`src/rtl/pong_pkg.sv`:
```
// Shared constants and FSM state encoding for the pong ball controller.
// Holds the default screen, paddle and ball geometry, the serve speeds and
// the winning score. Everything here is a default; the top module exposes
// the same values as overridable parameters.
package pong_pkg;

    localparam int SCREEN_WIDTH_C  = 640;
    localparam int SCREEN_HEIGHT_C = 480;
    localparam int PADDLE_WIDTH_C  = 20;
    localparam int PADDLE_HEIGHT_C = 80;
    localparam int BALL_SIZE_C     = 10;
    localparam int INIT_VX_C       = 4;
    localparam int INIT_VY_C       = 2;
    localparam int WIN_SCORE_C     = 7;

    typedef enum logic [2:0] {
        S_IDLE      = 3'd0,
        S_WAIT_TICK = 3'd1,
        S_CHK_P1    = 3'd2,
        S_CHK_P2    = 3'd3,
        S_WALL      = 3'd4,
        S_MOVE      = 3'd5,
        S_EDGE      = 3'd6
    } state_t;

endpackage

```
`src/rtl/paddle_hit_unit.sv`:
```
// Combinational paddle collision check for one paddle at a time.
// The caller selects the paddle with 'side' (0 = left, 1 = right) and feeds
// that paddle's top edge; the unit reports a hit and the velocity the ball
// should take after bouncing. Without a hit the velocity passes through.
//
// Ports:
//   side      in   0 checks the left paddle, 1 the right paddle
//   paddle_y  in   unsigned top edge of the selected paddle
//   ball_x/y  in   signed ball top-left position
//   vx/vy     in   signed current velocity
//   hit       out  ball is touching the selected paddle while moving toward it
//   new_vx/vy out  velocity after the bounce (unchanged when hit = 0)
//
// Build option: BALL_SPEEDUP_EN makes every bounce add 1 to |vx|, capped at
// twice the serve speed; otherwise |vx| is always the serve speed.
module paddle_hit_unit
    import pong_pkg::*;
#(
    parameter int SCREEN_WIDTH  = SCREEN_WIDTH_C,
    parameter int PADDLE_WIDTH  = PADDLE_WIDTH_C,
    parameter int PADDLE_HEIGHT = PADDLE_HEIGHT_C,
    parameter int BALL_SIZE     = BALL_SIZE_C,
    parameter int INIT_VX       = INIT_VX_C
) (
    input  logic        side,
    input  logic [15:0] paddle_y,
    input  logic [15:0] ball_x,
    input  logic [15:0] ball_y,
    input  logic [15:0] vx,
    input  logic [15:0] vy,
    output logic        hit,
    output logic [15:0] new_vx,
    output logic [15:0] new_vy
);

    localparam logic signed [15:0] LEFT_LIMIT  = 16'(PADDLE_WIDTH + 2);
    localparam logic signed [15:0] RIGHT_LIMIT = 16'(SCREEN_WIDTH - PADDLE_WIDTH - 2 - BALL_SIZE);
    localparam logic signed [17:0] HEIGHT      = 18'(PADDLE_HEIGHT);
    localparam logic signed [17:0] THIRD       = 18'(PADDLE_HEIGHT / 3);
    localparam logic signed [17:0] TWO_THIRDS  = 18'(2 * (PADDLE_HEIGHT / 3));
`ifdef BALL_SPEEDUP_EN
    localparam logic signed [15:0] MAX_VX      = 16'(2 * INIT_VX);
    logic signed [15:0] vx_mag;
`endif

    logic signed [15:0] sx;
    logic signed [15:0] svx;
    logic signed [15:0] svy;
    logic signed [15:0] vy_mag;
    logic signed [15:0] mag_next;
    logic signed [17:0] offset;
    logic               x_ok;
    logic               y_ok;

    always_comb begin
        sx  = $signed(ball_x);
        svx = $signed(vx);
        svy = $signed(vy);

        // 18-bit signed so an unsigned paddle edge and a negative ball_y
        // compare correctly.
        offset = $signed({{2{ball_y[15]}}, ball_y}) - $signed({2'b00, paddle_y});
        y_ok   = (offset >= 18'sd0) && (offset < HEIGHT);

        if (side) begin
            x_ok = !svx[15] && (svx != 16'sd0) && (sx >= RIGHT_LIMIT);
        end else begin
            x_ok = svx[15] && (sx <= LEFT_LIMIT);
        end
        hit = x_ok && y_ok;

        vy_mag = svy[15] ? -svy : svy;
`ifdef BALL_SPEEDUP_EN
        vx_mag   = svx[15] ? -svx : svx;
        mag_next = (vx_mag >= MAX_VX) ? MAX_VX : vx_mag + 16'sd1;
`else
        mag_next = 16'(INIT_VX);
`endif

        new_vx = svx;
        new_vy = svy;
        if (hit) begin
            new_vx = svx[15] ? mag_next : -mag_next;
            if (offset < THIRD) begin
                new_vy = -vy_mag;
            end else if (offset >= TWO_THIRDS) begin
                new_vy = vy_mag;
            end
        end
    end

endmodule

```
`src/rtl/ball_motion_controller.sv`:
```
// Pong ball motion controller. One frame_tick runs a fixed five-cycle update:
// paddle checks (left then right, sharing one paddle_hit_unit), wall bounce,
// position update, and edge/score handling with re-serve from the centre.
//
// Ports:
//   clk, rst_n             system clock, asynchronous active-low reset
//   start                  pulse; serves a new game when idle
//   frame_tick             pulse per video frame; starts one update
//   paddle1_y, paddle2_y   unsigned top edges of left / right paddles
//   ball_x, ball_y         signed ball top-left position
//   ball_vx, ball_vy       signed ball velocity
//   score1, score2         player scores
//   busy                   update sequence in progress
//   update_done            pulse in the last cycle of an update
//   game_over              set when a player reaches WIN_SCORE
//   tick_overrun           sticky; a frame_tick arrived while busy
//
// Build option: BALL_SPEEDUP_EN (see paddle_hit_unit) speeds the ball up on
// every paddle bounce.
//
// state      | meaning
// -----------+-------------------------------------------------------
// IDLE       | no game running; start serves a new game
// WAIT_TICK  | game running, waiting for the next frame_tick
// CHK_P1     | left paddle bounce check
// CHK_P2     | right paddle bounce check (sees velocity after CHK_P1)
// WALL       | top/bottom wall bounce
// MOVE       | position += velocity
// EDGE       | score on left/right exit, re-serve, win detection
module ball_motion_controller
    import pong_pkg::*;
#(
    parameter int SCREEN_WIDTH  = SCREEN_WIDTH_C,
    parameter int SCREEN_HEIGHT = SCREEN_HEIGHT_C,
    parameter int PADDLE_WIDTH  = PADDLE_WIDTH_C,
    parameter int PADDLE_HEIGHT = PADDLE_HEIGHT_C,
    parameter int BALL_SIZE     = BALL_SIZE_C,
    parameter int INIT_VX       = INIT_VX_C,
    parameter int INIT_VY       = INIT_VY_C,
    parameter int WIN_SCORE     = WIN_SCORE_C
) (
    input  logic        clk,
    input  logic        rst_n,
    input  logic        start,
    input  logic        frame_tick,
    input  logic [15:0] paddle1_y,
    input  logic [15:0] paddle2_y,
    output logic [15:0] ball_x,
    output logic [15:0] ball_y,
    output logic [15:0] ball_vx,
    output logic [15:0] ball_vy,
    output logic [3:0]  score1,
    output logic [3:0]  score2,
    output logic        busy,
    output logic        update_done,
    output logic        game_over,
    output logic        tick_overrun
);

    localparam logic signed [15:0] CENTRE_X   = 16'((SCREEN_WIDTH - BALL_SIZE) / 2);
    localparam logic signed [15:0] CENTRE_Y   = 16'((SCREEN_HEIGHT - BALL_SIZE) / 2);
    localparam logic signed [15:0] BOTTOM_Y   = 16'(SCREEN_HEIGHT - BALL_SIZE);
    localparam logic signed [15:0] RIGHT_EDGE = 16'(SCREEN_WIDTH - BALL_SIZE);
    localparam logic signed [15:0] SERVE_VX   = 16'(INIT_VX);
    localparam logic signed [15:0] SERVE_VY   = 16'(INIT_VY);
    localparam logic [3:0]         WIN        = 4'(WIN_SCORE);

    state_t             state;
    logic signed [15:0] x_q;
    logic signed [15:0] y_q;
    logic signed [15:0] vx_q;
    logic signed [15:0] vy_q;

    logic        side;
    logic [15:0] paddle_sel;
    logic        hit;
    logic [15:0] hit_vx;
    logic [15:0] hit_vy;
    logic [3:0]  score1_inc;
    logic [3:0]  score2_inc;
    logic        wall_bounce;

    assign side       = (state == S_CHK_P2);
    assign paddle_sel = side ? paddle2_y : paddle1_y;
    assign score1_inc = score1 + 4'd1;
    assign score2_inc = score2 + 4'd1;
    assign wall_bounce = (vy_q[15] && (y_q <= 16'sd0)) ||
                         (!vy_q[15] && (vy_q != 16'sd0) && (y_q >= BOTTOM_Y));

    paddle_hit_unit #(
        .SCREEN_WIDTH  (SCREEN_WIDTH),
        .PADDLE_WIDTH  (PADDLE_WIDTH),
        .PADDLE_HEIGHT (PADDLE_HEIGHT),
        .BALL_SIZE     (BALL_SIZE),
        .INIT_VX       (INIT_VX)
    ) u_hit (
        .side     (side),
        .paddle_y (paddle_sel),
        .ball_x   (x_q),
        .ball_y   (y_q),
        .vx       (vx_q),
        .vy       (vy_q),
        .hit      (hit),
        .new_vx   (hit_vx),
        .new_vy   (hit_vy)
    );

    always_ff @(posedge clk or negedge rst_n) begin
        if (!rst_n) begin
            state        <= S_IDLE;
            x_q          <= CENTRE_X;
            y_q          <= CENTRE_Y;
            vx_q         <= 16'sd0;
            vy_q         <= 16'sd0;
            score1       <= 4'd0;
            score2       <= 4'd0;
            busy         <= 1'b0;
            update_done  <= 1'b0;
            game_over    <= 1'b0;
            tick_overrun <= 1'b0;
        end else begin
            update_done <= 1'b0;
            if (frame_tick && busy) begin
                tick_overrun <= 1'b1;
            end

            case (state)
                S_IDLE: begin
                    if (start) begin
                        score1    <= 4'd0;
                        score2    <= 4'd0;
                        game_over <= 1'b0;
                        x_q       <= CENTRE_X;
                        y_q       <= CENTRE_Y;
                        vx_q      <= SERVE_VX;
                        vy_q      <= SERVE_VY;
                        state     <= S_WAIT_TICK;
                    end
                end

                S_WAIT_TICK: begin
                    if (frame_tick) begin
                        busy  <= 1'b1;
                        state <= S_CHK_P1;
                    end
                end

                S_CHK_P1, S_CHK_P2: begin
                    if (hit) begin
                        vx_q <= $signed(hit_vx);
                        vy_q <= $signed(hit_vy);
                    end
                    state <= (state == S_CHK_P1) ? S_CHK_P2 : S_WALL;
                end

                S_WALL: begin
                    if (wall_bounce) begin
                        vy_q <= -vy_q;
                    end
                    state <= S_MOVE;
                end

                S_MOVE: begin
                    x_q         <= x_q + vx_q;
                    y_q         <= y_q + vy_q;
                    update_done <= 1'b1;
                    state       <= S_EDGE;
                end

                S_EDGE: begin
                    busy  <= 1'b0;
                    state <= S_WAIT_TICK;
                    if (x_q[15]) begin
                        // Left player conceded: serve back toward the left.
                        score2 <= score2_inc;
                        x_q    <= CENTRE_X;
                        y_q    <= CENTRE_Y;
                        vx_q   <= -SERVE_VX;
                        vy_q   <= SERVE_VY;
                        if (score2_inc == WIN) begin
                            game_over <= 1'b1;
                            state     <= S_IDLE;
                        end
                    end else if (x_q > RIGHT_EDGE) begin
                        score1 <= score1_inc;
                        x_q    <= CENTRE_X;
                        y_q    <= CENTRE_Y;
                        vx_q   <= SERVE_VX;
                        vy_q   <= SERVE_VY;
                        if (score1_inc == WIN) begin
                            game_over <= 1'b1;
                            state     <= S_IDLE;
                        end
                    end
                end

                default: state <= S_IDLE;
            endcase
        end
    end

    assign ball_x  = x_q;
    assign ball_y  = y_q;
    assign ball_vx = vx_q;
    assign ball_vy = vy_q;

endmodule

```
`config.mk`:
```
export PLATFORM = sky130hd
export DESIGN_NAME = ball_motion_controller
export DESIGN_NICKNAME = d
export VERILOG_FILES = /design/src/rtl/pong_pkg.sv /design/src/rtl/paddle_hit_unit.sv /design/src/rtl/ball_motion_controller.sv
export SDC_FILE = /design/constraint.sdc
export NUM_CORES = 1
export LEC_CHECK = 0
export ABC_AREA = 1
export BUFFER_PORTS_ARGS = -buffer_cell sky130_fd_sc_hd__buf_2
export CORE_MARGIN = 2
export CORE_UTILIZATION = 60
export DETAILED_ROUTE_END_ITERATION = 16
export MAX_ROUTING_LAYER = met4
export PLACE_DENSITY_LB_ADDON = 0.08
export SYNTH_ARGS = -nofsm -noshare
export SYNTH_HDL_FRONTEND = slang
export SYNTH_SLANG_ARGS = --single-unit
```
`constraint.sdc`:
```
create_clock -name clk -period 6.6 [get_ports clk]
set_input_delay 0 -clock clk [delete_from_list [all_inputs] [get_ports clk]]
set_output_delay 0 -clock clk [all_outputs]
set_load 0.05 [all_outputs]
```
==> metrics.md, run 1 <==
| Metric | Value |
|---|---|
| Area Growth Syn to Fin | 11.3% |
| Share of the synthesized area in the top cell type | 18.1% |
| Sum of buffers and inverters on the critical path | 2 |
| Top_reg_cell synth | dfrtp_1 |
| Period utilization | a little over 70% |
| Sequential area share after synthesis | 22.1% |
| Synth area leaders | dfrtp_1 18%, nand2_1 18%, ha_1 8.9% |
| Chip height | 114 µm |
| DIE WIDTH | about 110 µm |
| Worst-skew pair later-pin latency | ~0.34 ns |
| Drt wl/cell | roughly 15 µm |
| Met3 usage | 3.71% |
| Final setup TNS | 0 ns |
| Worst Hold Class | in -> reg |
| RSZ-0062 raised after global routing | false |
| Max-cap violations | 0 |
| Pre-Repair DR Iteration Count | 6 |
| DRT antenna net count | 0 |
| Finish-stage setup viols | 0 |
| Largest net degree at the start of global routing | between 60 and 70 |
| Mapped cell area | between 0.007 and 0.008 mm² |
| Total vias in the final route | roughly 7700 |
| Die area | approximately 0.013 mm² |
| Row count | 40 |
| Syn avg cell area | around 6.3 µm² |
| Netlist cell types | 52 |
| Worst-path fanout max | 21 |
| Status | finished clean |
| # diodes | 0 |
| Critical Path RT | between 6 and 7 ns |
| CP Launch Type | flip-flop |
| Most used cell along the critical path | nand2_1 |
| Clk slew on worst S/H paths | 0.06 ns |
| IO Port Bufs | ~110 |
| Post-synthesis compound-gate area fraction | between 10% and 20% |
| Final wirelength | approximately 20000 µm |
| Fin. max-slew vios | 0 |
| CTS tree | yes |
| Area of the core | between 0.01 and 0.015 mm² |
| Initial Utilization | approximately 61% |
| Main combinational cell family by area after synthesis | simple AND/OR/NAND/NOR gates |
| Hpwl dp | 15600 µm |
| CP endpoint kind | flip-flop |
| Setup CP Type | reg -> reg |
| Drt drc | 0 |
| CTS root buf | clkbuf_16 |
| CTS resizes | 0 |
| Cells after Synth | roughly 1200 |
| Longest Clk Path Bufs | 2 |
| Min Tclk post-route | between 4 and 5 ns |
| Global route overflow | 0 |
| Number of vias per cell | around 5.5 |
| YS warnings | 0 |
| Fraction of layout cells with a size suffix above 1 | ~18% |
| Max Freq | between 200 and 250 MHz |
| I/O pin cnt | 112 |
| CTS buffer count | 9 |
| WP data arrival | about 4.9 ns |
| Normalized max-slew margin | 30.8% |
| Tot GR Track Use | approximately 33% |
| Number of synthesized flops with an enable pin | 0 |
| Max H-tree Level | 3 |
| Synth Area in XOR/XNOR | 2.27% |
| Cell taking the most area after synthesis | dfrtp_1 |
| Synth async-reset ratio | between 90% and 100% |
| Number of fill cells | roughly 1100 |
| Count leader, synth | nand2_1 |
| Largest delay share family, worst path | simple AND/OR/NAND/NOR gates |
| List of most frequent post-synthesis cells | 343 x nand2_1, 146 x inv_1, 107 x nor2_1 |
| Max incr delay on CP | ~0.76 ns |
| Clk sink count | 64 |
| Initial antenna violation count | 0 |
| Post-synthesis mux area share | roughly 1.9% |
| GR peak layer | met2 |
| CP Cell Sequence | inv_2, nor2_4, nand2_1, nand2_1, nand2_1, ha_1, fa_1, inv_1, nand3_1, nand3_1, nand2_1, nand2_1, nand2_1, nand2_1, nand3_2, nor3_1, nand2_1, nand2_4, nand2_4, nor2_1, a21oi_1 |
| Synth Register Bits | between 60 and 70 |
| Least-Margin Pin Slew | 1.03 ns |
| Layout net count | about 1300 |
| Post-synthesis simple-gate area fraction | approximately 40% |
| GR Util met1 | 43.3% |
| Vias in the first global route | 7107 |
| First-pass GRT wire length | roughly 34000 µm |
| Final Hold Fails | 0 |
| Skew final | 0.0139 ns |
| GR Util met2 | around 53% |
| Post-synthesis adder-cell area fraction | between 9 and 10% |
| DRC marker count from the first detailed-route iteration | roughly 570 |
| Final GP Congestion | between 0.9 and 1 |
| Slowest-stage cell, CP | nand2_1 |
==> path summary, 6_finish.rpt <==
path	to	start	cells after the start	slack, ns
worst min-delay path	state[0]	start	4	0.11
max in group asynchronous	ball_y[14]	rst_n	3	5.66
min in group asynchronous	score1[0]	rst_n	3	0.38
worst max-delay path	ball_vy[13]	state[1]	21	1.93
worst max register to register	ball_vy[13]	state[1]	21	1.93
worst min register to register	tick_overrun	tick_overrun	1	0.47
==> cell usage in the layout, fill, tap and decap left out, types with 9 or more instances in the layout <==
| cell type | instances |
|---|---|
| dfrtp_1 | 53 |
| buf_2 | 109 |
| xor2_1 | 13 |
| a21oi_1 | 70 |
| nand3_1 | 91 |
| clkbuf_16 | 9 |
| nand4_1 | 21 |
| ha_1 | 52 |
| a21oi_2 | 9 |
| inv_1 | 146 |
| nand3_2 | 17 |
| mux2i_1 | 14 |
| inv_2 | 13 |
| nor2_2 | 13 |
| o21ai_0 | 51 |
| nand2_2 | 10 |
| dfstp_2 | 11 |
| nand2_1 | 343 |
| nor3_1 | 15 |
| nor2_1 | 107 |
==> cells by family after synthesis <==
family,after synthesis
multiplexers,14
adder cells (fa/ha/maj),55
flip-flops,64
other,1
XOR/XNOR,19
buffers and inverters,194
AND/OR/NAND/NOR,645
AO/OA/AOI/OAI,162
==> routing by layer <==
layer  part of all wire (%)  up-vias  wire [µm]
met5                      0        -          0
met4                    2.2        0        437
met3                    6.1       33       1250
met2                     47      260       9500
met1                     45     3496       9120
li1                       -     3930          -
==> sequential cells by signal, indices dropped and copies added (netlist names) <==
register / flops
ball_vx: 2
ball_vy: 16
ball_x: 15
ball_y: 16
busy: 1
game_over: 1
score1: 4
score2: 4
state: 3
tick_overrun: 1
update_done: 1
==> worst min-delay path, stage by stage <==
cell and delay [ns]:
buf_2 0.07, nor2_1 0.03, inv_1 0.15, o2bb2ai_1 0.14
==> timing repair <==
item | CTS | global route
setup buffers | 0 | 0
hold endpoints to repair | 56 | 0
hold buffers | 2 | 0
==> layout make-up <==
class,instances,area (µm²),share of cell area [%]
multi-input combinational,897,4880,59.8
clock buffer,12,256,3.15
sequential,64,1620,19.8
timing repair buffer,114,588,7.22
clock inverter,4,28.8,0.353
tap,147,184,2.26
inverter,160,601,7.37
==> metrics by stage <==
step                area (µm²)  setup slack [ns]  cells  hold WS (ns)  utilization, %
global placement          7850              2.15   1380         0.226            65.6
global route              8150              1.47   1398         0.161            68.1
floorplan                 7330              3.34   1155        -0.296               -
finish                    8150              1.93   1398         0.108            68.1
detailed placement        7850              2.01   1380         0.240            65.6
CTS                       8150              1.96   1398        0.0995            68.1
Power of run 1 is not shown: default switching activity piles up to over one toggle a cycle in this logic, so the estimate is an artifact.
==> run 2, diff against run 1 <==
Settings changed: CORE_UTILIZATION 60 to 53.
Clock period 6.6 ns to 4 ns, I/O delays scaled along.
==> run 2 against run 1 <==
Against the previous run:
- sequential share of layout area fell by 0.34 points
- critical path depth up 1
- count of clock-buffer cells in the layout is 1 lower
- flip-flop and latch count is the same
- register-to-register slack worse by 1.5 ns
- critical endpoint is now ball_vy[15]
==> metrics.md, run 2 (synthesis gave the netlist of run 1 again) <==
| Metric | Value |
|---|---|
| Min Tclk post-route | 3.60 ns (was 4.67 ns) |
| Total vias in the final route | 7614 (was 7719) |
| Least-Margin Pin Slew | 0.966 ns (was 1.03 ns) |
| Critical Path RT | 4.23 ns (was 6.82 ns) |
| Clk slew on worst S/H paths | 0.06 ns (about the same) |
| Final GP Congestion | 0.920 (was 0.985) |
| Layout net count | 1341 (was 1337) |
| DRC marker count from the first detailed-route iteration | 534 (was 566) |
| Drt drc | 0 (unchanged) |
| Finish-stage setup viols | 0 (unchanged) |
| Drt wl/cell | 14.3 µm (was 14.5 µm) |
| Worst Hold Class | in -> reg (unchanged) |
| Hpwl dp | 15700 µm (was 15600 µm) |
| Period utilization | 89.9% (was 70.7%) |
| DRT antenna net count | 0 (unchanged) |
| Vias in the first global route | 7012 (was 7107) |
| CTS buffer count | 9 (unchanged) |
| Pre-Repair DR Iteration Count | 5 (was 6) |
| Largest net degree at the start of global routing | 34 (was 65) |
| Max incr delay on CP | 0.45 ns (was 0.76 ns) |
| Setup slack at placement | 0.426 ns (was 2.01 ns) |
| I/O pin cnt | 112 (unchanged) |
| RSZ-0062 raised after global routing | false (unchanged) |
| First-pass GRT wire length | 33700 µm (was 33900 µm) |
| Max-cap violations | 0 (unchanged) |
| Longest Clk Path Bufs | 2 (unchanged) |
| Worst-skew pair later-pin latency | 0.35 ns (was 0.34 ns) |
| Max Freq | 278 MHz (was 214 MHz) |
| CP Launch Type | flip-flop (unchanged) |
| Commonest non-fill, non-tap cells in the layout | 343 x nand2_1, 146 x inv_1, 109 x buf_2 (unchanged) |
| DIE WIDTH | 122 µm (was 114 µm) |
| Worst-path fanout max | 17 (was 21) |
| Slowest-stage cell, CP | fa_1 (was nand2_1) |
| Final wirelength | 20400 µm (was 20300 µm) |
| Most common cell after layout, fill and taps aside | nand2_1 (unchanged) |
| Number of fill cells | 1315 (was 1134) |
| Area Growth Syn to Fin | 13.2% (was 11.3%) |
| Area of the core | 0.0133 mm² (was 0.0120 mm²) |
| Die area | 0.0148 mm² (was 0.0131 mm²) |
| WP data arrival | 3.83 ns (was 4.89 ns) |
| Setup CP Type | reg -> reg (unchanged) |
| CP Cell Sequence | inv_2, nor2_4, nand2_1, buf_4, o21ai_0, fa_1, inv_1, nand3_1, nand3_1, nand2_1, nand2_1, nand3_1, nand2_1, nand3_1, inv_1, nand2_1, nor2_1, nand2_1, nand2_4, nand2_4, nor2_1, a21oi_2 (was inv_2, nor2_4, nand2_1, nand2_1, nand2_1, ha_1, fa_1, inv_1, nand3_1, nand3_1, nand2_1, nand2_1, nand2_1, nand2_1, nand3_2, nor3_1, nand2_1, nand2_4, nand2_4, nor2_1, a21oi_1) |
| Clk sink count | 64 (unchanged) |
| Most used cell along the critical path | nand2_1 (unchanged) |
| Skew final | 0.0113 ns (was 0.0139 ns) |
| Row count | 42 (was 40) |
| Max H-tree Level | 3 (unchanged) |
| Tot GR Track Use | 29.2% (was 33.0%) |
| Final setup TNS | 0 ns (unchanged) |
| Initial antenna violation count | 0 (unchanged) |
| Chip height | 122 µm (was 114 µm) |
| Fin. max-slew vios | 0 (unchanged) |
| Fraction of layout cells with a size suffix above 1 | 17.8% (was 17.6%) |
| IO Port Bufs | 109 (unchanged) |
| CP endpoint kind | flip-flop (unchanged) |
| Normalized max-slew margin | 35.6% (was 30.8%) |
| Final Hold Fails | 0 (unchanged) |
| Status | finished clean (unchanged) |
| Worst setup margin | 0.402 ns (was 1.93 ns) |
| CTS tree | yes (unchanged) |
| Global route overflow | 0 (unchanged) |
| Initial Utilization | 54.9% (was 61.2%) |
| Number of vias per cell | 5.32 (was 5.52) |
| # diodes | 0 (unchanged) |
| Worst reg-to-reg setup slack | 0.40 ns (was 1.93 ns) |
| CTS root buf | clkbuf_16 (unchanged) |
## run 2: changes by cell type in the layout (fill, tap and decap cells not counted)
cell / delta
clkinvlp_4: -2
clkbuf_8: -2
clkinv_2: -1
bufinv_16: +4
buf_4: +4
clkbuf_1: +1
## run 2: final timing paths
check,end,cells after the start,from
max,ball_vy[15],22,state[1]
min,state[0],4,start
max reg2reg,ball_vy[15],22,state[1]
max in group asynchronous,ball_y[7],3,rst_n
min reg2reg,tick_overrun,1,tick_overrun
min in group asynchronous,score2[0],2,rst_n
## run 2: routing by layer
layer | vias to the layer above | global-route usage (%) | wire length, µm
met5 | - | - | 0
met4 | 0 | 8.33 | 282
met3 | 22 | 2.95 | 992
met2 | 213 | 47.0 | 9460
met1 | 3451 | 39.5 | 9660
li1 | 3928 | - | -
## run 2: layout make-up
type | instances | area [µm²] | share of cell area [%]
Inverter | 160 | 601 | 7.24
Sequential cell | 64 | 1620 | 19.5
Tap cell | 176 | 220 | 2.66
Timing Repair Buffer | 118 | 618 | 7.45
Clock inverter | 5 | 129 | 1.55
Clock buffer | 11 | 233 | 2.81
Multi-Input combinational cell | 897 | 4880 | 58.8
## run 2: stage by stage
stage / util [%] / instances / area (µm²) / hold slack (ns)
2_1_floorplan: - / 1155 / 7330 / -0.296
3_3_place_gp: 59.3 / 1413 / 7910 / 0.0979
3_5_place_dp: 59.3 / 1413 / 7910 / 0.110
4_1_cts: 62.1 / 1431 / 8290 / 0.0871
5_1_grt: 62.1 / 1431 / 8290 / 0.134
6_report: 62.1 / 1431 / 8290 / 0.0853
## run 2: worst max-delay path, delay by kind of cell, from the launching register on
| kind | cells | cell delay, ns |
|---|---|---|
| compound gates | 2 | 0.26 |
| fa+ha+maj | 1 | 0.45 |
| buf+inv | 4 | 0.57 |
| flops | 1 | 0.42 |
| simple gates | 15 | 1.75 |
## run 2: repair_timing
item	4_1_cts	5_1_grt
buffers inserted	0	0
endpoints found under the hold margin	33	0
hold buffers	2	0
gates resized for setup	0	0
Power of run 2 is left out for the same reason.
==> run 3, diff against run 2 <==
Settings changed: REMOVE_ABC_BUFFERS set to 1.
==> run 3 against run 2 <==
Against the previous run:
- critical path depth is 3 lower
- die area stayed put
- non-clock buffer count is 1 lower
- critical path type unchanged
- highest routed layer unchanged
==> metrics.md, run 3 (synthesis gave the netlist of run 1 again) <==
| Metric | Value |
|---|---|
| Fraction of layout cells with a size suffix above 1 | 17.8% (about the same) |
| # diodes | 0 (unchanged) |
| Setup slack at placement | 0.422 ns (was 0.426 ns) |
| RSZ-0062 raised after global routing | false (unchanged) |
| Final wirelength | 20300 µm (was 20400 µm) |
| Drt wl/cell | 14.2 µm (was 14.3 µm) |
| Total vias in the final route | 7667 (was 7614) |
| Area Growth Syn to Fin | 12.6% (was 13.2%) |
| Fin. max-slew vios | 0 (unchanged) |
| Worst setup margin | 0.425 ns (was 0.402 ns) |
| Least-Margin Pin Slew | 0.959 ns (was 0.966 ns) |
| Max-cap violations | 0 (unchanged) |
| Max Freq | 280 MHz (was 278 MHz) |
| Skew final | 0.0139 ns (was 0.0113 ns) |
| Worst Hold Class | in -> reg (unchanged) |
| DP Area | 0.00792 mm² (was 0.00791 mm²) |
| Final GP Congestion | 0.956 (was 0.920) |
| IO Port Bufs | 109 (unchanged) |
| Global route overflow | 0 (unchanged) |
| Period utilization | 89.4% (was 89.9%) |
| Most common cell after layout, fill and taps aside | nand2_1 (unchanged) |
| Chip height | 122 µm (unchanged) |
| I/O pin cnt | 112 (unchanged) |
| Hold slack | 0.122 ns (was 0.0853 ns) |
| Tot GR Track Use | 29.2% (about the same) |
| Setup CP Type | reg -> reg (unchanged) |
| Area occupied by multi-input gates | 0.00489 mm² (was 0.00488 mm²) |
| Critical Path RT | 4.27 ns (was 4.23 ns) |
| Flip-flop and latch area | 0.00162 mm² (unchanged) |
| Initial Utilization | 54.9% (unchanged) |
| First-pass GRT wire length | 33500 µm (was 33700 µm) |
| Worst-path fanout max | 16 (was 17) |
| Max H-tree Level | 3 (unchanged) |
| Area of the core | 0.0133 mm² (unchanged) |
| DRC marker count from the first detailed-route iteration | 542 (was 534) |
| Normalized max-slew margin | 36.1% (was 35.6%) |
| Clk sink count | 64 (unchanged) |
| Status | finished clean (unchanged) |
| Final Hold Fails | 0 (unchanged) |
| Row count | 42 (unchanged) |
| Commonest non-fill, non-tap cells in the layout | 343 x nand2_1, 146 x inv_1, 109 x buf_2 (unchanged) |
| Pre-Repair DR Iteration Count | 5 (unchanged) |
| CTS tree | yes (unchanged) |
| CTS buffer count | 9 (unchanged) |
| Vias in the first global route | 7034 (was 7012) |
| Number of fill cells | 1320 (was 1315) |
| Finish-stage setup viols | 0 (unchanged) |
| Hpwl dp | 15700 µm (about the same) |
| Die area | 0.0148 mm² (unchanged) |
| Clk slew on worst S/H paths | 0.06 ns (about the same) |
| Initial antenna violation count | 0 (unchanged) |
| Longest Clk Path Bufs | 2 (unchanged) |
| DRT antenna net count | 0 (unchanged) |
| Worst-skew pair later-pin latency | 0.34 ns (was 0.35 ns) |
| Largest net degree at the start of global routing | 40 (was 34) |
| CP Launch Type | flip-flop (unchanged) |
| Drt drc | 0 (unchanged) |
| Number of vias per cell | 5.36 (was 5.32) |
| Post-route cell area | 0.00825 mm² (was 0.00829 mm²) |
| CTS root buf | clkbuf_16 (unchanged) |
| CP endpoint kind | flip-flop (unchanged) |
| Final setup TNS | 0 ns (unchanged) |
| Layout net count | 1340 (was 1341) |
| DIE WIDTH | 122 µm (unchanged) |
| WP data arrival | 3.84 ns (was 3.83 ns) |
| Min Tclk post-route | 3.57 ns (was 3.60 ns) |
run 3: worst paths after layout:
path                       slack, ns  cells past startpoint         start           end
setup / recovery                0.43                     19      state[2]   ball_vy[10]
hold / removal                  0.12                      4         start      state[0]
setup reg to reg                0.43                     19      state[2]   ball_vy[10]
hold reg to reg                 0.46                      1  tick_overrun  tick_overrun
max in group asynchronous       2.81                      3         rst_n     ball_y[7]
min in group asynchronous       0.22                      2         rst_n     score2[2]
run 3: area by class of cell:
| class | instances | share of cell area (%) |
|---|---|---|
| multi-input combinational | 897 | 59.3 |
| sequential | 64 | 19.6 |
| timing repair buffer | 117 | 7.56 |
| inverter | 160 | 7.28 |
| clock buffer | 11 | 2.94 |
| tap | 176 | 2.67 |
| clock inverter | 5 | 0.698 |
run 3: repair_timing:
| item | in CTS | in global routing |
|---|---|---|
| hold buffers | 2 | 0 |
| buffers inserted | 0 | 0 |
| gates resized for setup | 0 | 1 |
| hold endpoints to repair | 28 | 0 |
| endpoints found under the setup margin | 0 | 6 |
run 3: per-layer routing:
layer / wire length [µm] / up-vias / global-route usage [%]
li1: - / 3934 / -
met3: 1020 / 28 / 3.09
met5: 0 / - / -
met4: 331 / 0 / 9.20
met2: 9440 / 213 / 47.3
met1: 9530 / 3492 / 38.5
run 3: critical path, cell delays in order (launching register included):
cell     delay, ns
dfrtp_1       0.44
nor2_4        0.13
nand2_1       0.18
buf_12        0.22
mux2i_1       0.13
ha_1          0.37
nand2_1       0.12
nor2_1        0.25
nand3_1       0.22
nand3_1       0.15
nand2_1       0.06
nand2_1       0.08
nand3_1       0.10
nor2_2        0.16
nand3_4       0.26
nand2_4       0.28
nand2_1       0.08
nand2_1       0.06
nand2_1       0.05
a21oi_1       0.12
run 3: per-stage QoR:
stage,std cells,utilization [%]
final,1430,61.8
after global routing,1430,61.8
after CTS,1430,61.7
after detailed placement,1412,59.3
after global placement,1412,59.3
after floorplan,1121,-
Power of run 3 is left out for the same reason.
